--- src/rtl/panda_shell_pkg.sv ---
// Shared constants and types for the PandA capture shell: register map,
// IRQ flag bit positions and fixed buffer/timestamp geometry.
package panda_shell_pkg;

  localparam int DEPTH = 32;
  localparam int AW    = $clog2(DEPTH);
  localparam int TS_W  = 26;
  localparam int TTL_W = 6;

  localparam logic [2:0] ADDR_CTRL         = 3'd0;
  localparam logic [2:0] ADDR_FRAMING_MASK = 3'd1;
  localparam logic [2:0] ADDR_BLOCK_SIZE   = 3'd2;
  localparam logic [2:0] ADDR_IRQ_STATUS   = 3'd3;
  localparam logic [2:0] ADDR_SAMPLE_DATA  = 3'd4;
  localparam logic [2:0] ADDR_TTL_STATE    = 3'd5;

  localparam int CTRL_ARM    = 0;
  localparam int CTRL_DISARM = 1;

  localparam int FLAG_BLOCK     = 0;
  localparam int FLAG_COMPLETED = 1;
  localparam int FLAG_OVERFLOW  = 2;

  typedef enum logic [1:0] {
    ST_IDLE,
    ST_ARMED,
    ST_DONE
  } cap_state_e;

  // A programmed block size of 0 stands for a full buffer's worth.
  function automatic logic [5:0] block_limit(input logic [5:0] block_size);
    return (block_size == 6'd0) ? 6'(DEPTH) : block_size;
  endfunction

endpackage

--- src/rtl/sample_fifo.sv ---
// 32x32 synchronous FIFO; a pop frees a slot in the same cycle, so push and
// pop together are accepted even when full.
module sample_fifo
  import panda_shell_pkg::*;
(
  input  logic        clk,
  input  logic        rst_n,
  input  logic        clr,
  input  logic        push,
  input  logic        pop,
  input  logic [31:0] wdata,
  output logic [31:0] rdata,
  output logic        full,
  output logic        empty
);

  logic [31:0]   mem [DEPTH];
  logic [AW-1:0] wr_ptr, rd_ptr;
  logic [AW:0]   count;
  logic          do_push, do_pop;

  // DEPTH is a power of two, so the count MSB alone marks full.
  assign full    = count[AW];
  assign empty   = (count == '0);
  assign do_pop  = pop && !empty;
  assign do_push = push && (!full || do_pop);
  assign rdata   = mem[rd_ptr];

  // NOTE: sequential state is always updated with non-blocking assignments.
  always_ff @(posedge clk or negedge rst_n) begin
    if (!rst_n) begin
      wr_ptr <= '0;
      rd_ptr <= '0;
      count  <= '0;
    end else if (clr) begin
      wr_ptr <= '0;
      rd_ptr <= '0;
      count  <= '0;
    end else begin
      if (do_push) wr_ptr <= wr_ptr + 1'b1;
      if (do_pop)  rd_ptr <= rd_ptr + 1'b1;
      case ({do_push, do_pop})
        2'b10:   count <= count + 1'b1;
        2'b01:   count <= count - 1'b1;
        default: count <= count;
      endcase
    end
  end

  // NOTE: storage has no reset; the pointers alone decide which entries are valid.
  always_ff @(posedge clk) begin
    if (do_push && !clr) mem[wr_ptr] <= wdata;
  end

endmodule

--- config.mk ---
export PLATFORM = sky130hd
export DESIGN_NAME = sample_fifo
export DESIGN_NICKNAME = d
export VERILOG_FILES = /design/src/rtl/panda_shell_pkg.sv /design/src/rtl/sample_fifo.sv
export SDC_FILE = /design/constraint.sdc
export NUM_CORES = 1
export LEC_CHECK = 0
export ABC_AREA = 1
export BUFFER_PORTS_ARGS = -buffer_cell sky130_fd_sc_hd__buf_2
export CAP_MARGIN = 30
export CELL_PAD_IN_SITES_DETAIL_PLACEMENT = 2
export CELL_PAD_IN_SITES_GLOBAL_PLACEMENT = 2
export CORE_MARGIN = 1
export CORE_UTILIZATION = 40
export DETAILED_ROUTE_END_ITERATION = 7
export GPL_TIMING_DRIVEN = 0
export PLACE_DENSITY_LB_ADDON = 0.15
export SYNTH_ARGS = -nofsm -noshare
export SYNTH_HDL_FRONTEND = slang
export SYNTH_SLANG_ARGS = --single-unit
--- constraint.sdc ---
create_clock -name clk -period 4.5 [get_ports clk]
set_clock_uncertainty 0.05 [all_clocks]
set_input_delay 0.45 -clock clk [delete_from_list [all_inputs] [get_ports clk]]
set_output_delay 0.45 -clock clk [all_outputs]
set_load 0.01 [all_outputs]
==> metrics.txt, run 1 <==
status finished, violations left; failing checks negative setup slack; port buffer count 70; fill count approximately 11000; initial antenna violation count 2; slew of the pin with the lowest slew margin 1020 ps; drt total wl around 170 mm; class of the tightest hold or removal check primary input to register; Final Cycle Share 1.00; crit path kind register to output port; Root Driver clkbuf_16; gr busiest metal met2; Post-synth ARST share 0.0154; min Tclk post-route between 4000 and 5000 ps; met2 Use GR 0.520; vias in the first global route 34000; EDFF count, synth a little over 1000; RSZ-0062 raised after global routing false; CTS tree done; die area 107000 um^2; Post-Syn Area 42400 um^2; ys flop type edfxtp_1; Worst slew margin 0.323; Synth area leader edfxtp_1; # H-tree levels 3; routed len/inst around 31 um; Nets between 3000 and 4000; clock sinks around 1000; worst vdd ir 0.313 mV; post-synthesis sequential area ratio 0.735; Max Fclk about 220 MHz; Post-DRT Antenna Nets 0; Arr. time, crit path between 4000 and 5000 ps; clock buffer depth 3; Die X 328 um; FP Rows roughly 120; register bit total from synthesis between 1000 and 1500; startpoint types register; Max-Cap Viols 0; first-pass GRT wire length ~240 mm; vias 31200; Die Y between 300 and 400 um; layout cells sized above 1 0.110; Clock Latency Late Sink 730 ps; Setup Viol. Count Final 1; Yosys cell types 24; met1 Track Usage GR 0.409; I/O pin total 71; Tot GR Track Use 0.313; Clock transition at path regs approximately 60 ps; YS warnings 0; Final Instance Area slightly below 50000 um^2; Util after Layout 0.471; Final Hold Vio Count 0; worst slack at placement around 550 ps; Final Worst Setup Slack -5.80 ps; HPWL after DPL about 110 mm; dpl cell area ~46000 um^2; met3 GRT Util 0.0369; GRT Residual Overflow 0; final slew viol count 0; required time worst endpoint roughly 4000 ps; Synth top cells by count edfxtp_1 (1024), nand2_1 (994), nor2_1 (540), nand3_1 (404), o21ai_0 (234); Area growth, synth to finish 16.9%; Synth area leaders edfxtp_1 (73%), nand2_1 (8.8%), nor2_1 (4.8%), nand3_1 (4.8%), o21ai_0 (2.8%); drt via density between 5 and 6; post-synth top area share 0.726; cell with the most instances after synthesis edfxtp_1; TritonCTS buffer count 114; syn avg cell area 11.6 um^2; PwrDens approximately 550 nW/um^2; initial drt markers between 2000 and 3000; syn_nets between 3000 and 4000; Pre-antenna DRT Iters 5; Critical Path Sink Type output port; largest net degree at the start of global routing 33; synthesized instance count ~3700; worst-path fanout max 10; core footprint around 110000 um^2; DRC 0; sum of negative setup slack -5.80 ps; Static Leakage around 0.018 uW; post-CTS setup buffer count 0; Starting Density 0.403; RD Place Congestion about 0.8
logic make-up after synthesis:
group / after synthesis / share of synthesized area
simple gates: 1969 / 0.187
flops: 1040 / 0.735
compound gates: 337 / 0.0418
buf+inv: 305 / 0.0319
fa+ha+maj: 10 / 0.00313
xor+xnor: 3 / 0.000620
report_power, final:
part	internal (uW)	total [uW]	switching [uW]
Sequential	10700	10800	58.4
Clock	5340	9360	4020
Combinational	1680	6970	5290
Total	17700	27100	9360
path summary, 6_finish.rpt:
path / from / end / slack [ps] / cells after the start
hold / removal: clr / wr_ptr[0] / 40 / 4
hold reg to reg: wr_ptr[0] / wr_ptr[0] / 550 / 2
max in group asynchronous: rst_n / rd_ptr[3] / 3920 / 2
min in group asynchronous: rst_n / wr_ptr[4] / 150 / 2
setup reg to reg: count[5] / mem[4][10] / 1140 / 8
setup / recovery: rd_ptr[1] / rdata[31] / -6 / 11
area by class of cell:
type / instances / area (um^2) / area share
Clock buffer: 154 / 3120 / 0.0630
Multi-Input combinational cell: 2319 / 10100 / 0.204
Antenna cell: 2 / 5.00 / 0.000101
Timing Repair Buffer: 163 / 1550 / 0.0312
Tap cell: 1391 / 1740 / 0.0351
Inverter: 89 / 334 / 0.00675
Sequential cell: 1040 / 31100 / 0.629
Clock inverter: 53 / 507 / 0.0102
Buffer: 216 / 1030 / 0.0209
registers in the layout, indices dropped and copies added, names as in the netlist:
signal / flops
mem: 1024
count: 6
wr_ptr: 5
rd_ptr: 5
stage by stage:
step	power [uW]	instances	hold slack, ps
finish	27100	5427	41.7
global route	28000	5426	71.0
CTS	27100	5422	12.6
detailed placement	17700	5214	357
global placement	17400	5125	357
floorplan	14600	3664	104
what timing repair did:
action / in CTS / in global routing
endpoints found under the hold margin: 16 / 0
hold buffers: 1 / 0
gates resized for setup: 11 / 10
endpoints found under the setup margin: 19 / 9
cells in the final DEF (no fill, tap or decap), types with 8 or more instances in the layout:
master / count
a21oi_1: 69
buf_1: 29
buf_12: 13
buf_2: 124
buf_4: 15
buf_6: 75
buf_8: 11
bufinv_16: 9
clkbuf_1: 135
clkbuf_16: 118
clkinv_1: 23
clkinv_2: 16
dfrtp_1: 16
edfxtp_1: 1024
ha_1: 9
inv_1: 85
nand2_1: 994
nand3_1: 404
nand4_1: 8
nor2_1: 518
nor2_2: 8
nor2_4: 14
nor3_2: 18
o211ai_1: 32
o21ai_0: 234
metal layers:
metal / vias up / share of wire
met4: 0 / 0.048
met1: 16500 / 0.41
li1: 13300 / -
met2: 1155 / 0.49
met3: 299 / 0.058
met5: - / 0
worst max-delay path, stage by stage (launching register included):
cell and delay (ps):
dfrtp_1 490, buf_2 410, buf_2 490, clkbuf_2 480
nand3_1 250, nand3_1 170, nand2_1 100, nor2_1 320
nand2_1 110, nand2_1 230, inv_1 60, buf_2 140
(Power assumes the default switching activity.)
==> run 2, diff against run 1 <==
Settings changed: REMOVE_ABC_BUFFERS from default to 1.
==> metrics.txt, run 2 (synthesis gave the netlist of run 1 again) <==
status finished, final reports clean; slowest stage delay, CP roughly 730 ps; Post-Layout Cell Count 5282; Final Cycle Share 0.971; worst-case reg-to-reg path depth 8; Max Fclk about 230 MHz; routed len/inst 29.0 um; initial antenna violation count 2; HPWL after DPL 89.9 mm; critical path cell sequence buf_16 > nor2_1 > inv_4 > buf_16 > a21oi_1 > nor2_1 > nand2_1 > nand2_1 > inv_1 > buf_2; sum of negative setup slack 0 ps; placed cells roughly 5100; GRT Residual Overflow 0; TritonCTS buffer count around 110; Tot GR Track Use 0.280; biggest regs mem x1024, count x6; Arr. time, crit path between 3000 and 4000 ps; # H-tree levels 3; most frequent cells in the layout edfxtp_1 (1024), nand2_1 (993), nor2_1 (526), nand3_1 (404), o21ai_0 (234); fill count approximately 10000; drt via density approximately 5.7; CTS tree done; vias ~30000; min Tclk post-route roughly 4400 ps; Reg with most FFs mem; Setup Viol. Count Final 0; Final Hold Vio Count 0; final slew viol count 0; worst slack at placement -133 ps; Static Leakage between 0.015 and 0.02 uW; Critical Path Sink Type output port; crit path kind register to output port; largest net degree at the start of global routing 109; class of the tightest hold or removal check primary input to async pin; core footprint 105000 um^2; drt total wl about 150 mm; Pre-antenna DRT Iters 5; worst path bufs/invs 5; Die X between 300 and 400 um; CP top delay family buffers and inverters; R2R Setup Slk about 960 ps; first-pass GRT wire length approximately 220 mm; Starting Density 0.403; PwrDens ~520 nW/um^2; startpoint types register; Hold Slack 198 ps; number of cells on the critical path 10; layout cells sized above 1 0.111; initial drt markers 2374; die area between 100000 and 150000 um^2; Die Y between 300 and 400 um; worst-path fanout max 40; port buffer count 70; Nets about 3800; Worst slew margin 0.336; required time worst endpoint about 4000 ps; Area growth, synth to finish 17.9%; clock buffer depth 3; worst vdd ir between 0.3 and 0.4 mV; I/O pin total 71; vias in the first global route ~33000; Post-DRT Antenna Nets 0; Final Worst Setup Slack 128 ps; Max-Cap Viols 0; clock sinks 1040; Clock transition at path regs roughly 60 ps; Root Driver clkbuf_16; RSZ-0062 raised after global routing false; max reg flops around 1000; Clock Latency Late Sink around 710 ps; slew of the pin with the lowest slew margin 991 ps; RR Startpoint count[5]; Reg2Reg Capture Point mem[4][2]; Critical Path Slowest Stage Cell dfrtp_4; FP Rows roughly 120; RD Place Congestion slightly above 0.7; most common cell after layout, fill and taps aside edfxtp_1; DRC 0
## run 2: area by class of cell
class                      instances  area, um^2  share of cell area
clock buffer                     144        3100              0.0621
timing repair buffer             228        2990              0.0598
sequential                      1040       31200               0.624
multi-input combinational       2319       10100               0.202
clock inverter                    69         526              0.0105
tap                             1391        1740              0.0348
antenna                            1        2.50           0.0000501
inverter                          89         374             0.00749
timing repair inverter             1        8.76            0.000175
## run 2: worst max path at each step
| stage | slack [ps] | startpoint | to |
|---|---|---|---|
| 2_1_floorplan | -15880 | rd_ptr[0] | rdata[30] |
| 6_report | 130 | rd_ptr[2] | rdata[12] |
| 5_1_grt | 40 | rd_ptr[2] | rdata[12] |
| 3_3_place_gp | -43550 | rd_ptr[0] | rdata[28] |
| 4_1_cts | 20 | rd_ptr[2] | rdata[15] |
| 3_5_place_dp | -130 | rd_ptr[0] | rdata[12] |
## run 2: repair_timing
action                                  in CTS  in global routing
resized for setup                            3                  1
buffers inserted                             4                  0
endpoints found under the setup margin      31                  1
gates cloned                                 4                  1
hold buffers                                 1                  0
endpoints found under the hold margin       16                  0
## run 2: report_power, final
group	total (uW)	internal [uW]	switching, uW
Clock	9260	5300	3960
Sequential	10800	10700	77.6
Combinational	5960	1730	4230
Total	26000	17800	8270
## run 2: worst register-to-register path, delay by kind of cell, from the launching register on
kind	cells	cell delay, ps
AND/OR/NAND/NOR	3	1690
flip-flops	1	440
AO/OA/AOI/OAI	1	300
buffers and inverters	4	760
## run 2: metrics by stage
step           total power (uW)  utilization  cell area [um^2]
4_1_cts                   26100        0.475             49900
3_5_place_dp              16600        0.438             46100
3_3_place_gp              14200        0.413             43500
6_report                  26000        0.475             50000
5_1_grt                   27000        0.475             50000
2_1_floorplan             14000            -             41400
## run 2: layer usage
| metal | part of all wire | vias to the layer above | global-route usage |
|---|---|---|---|
| met5 | 0.000078 | - | 0 |
| met4 | 0.033 | 2 | 0.103 |
| met3 | 0.048 | 281 | 0.0408 |
| met2 | 0.51 | 863 | 0.489 |
| met1 | 0.41 | 15800 | 0.353 |
| li1 | - | 13000 | - |
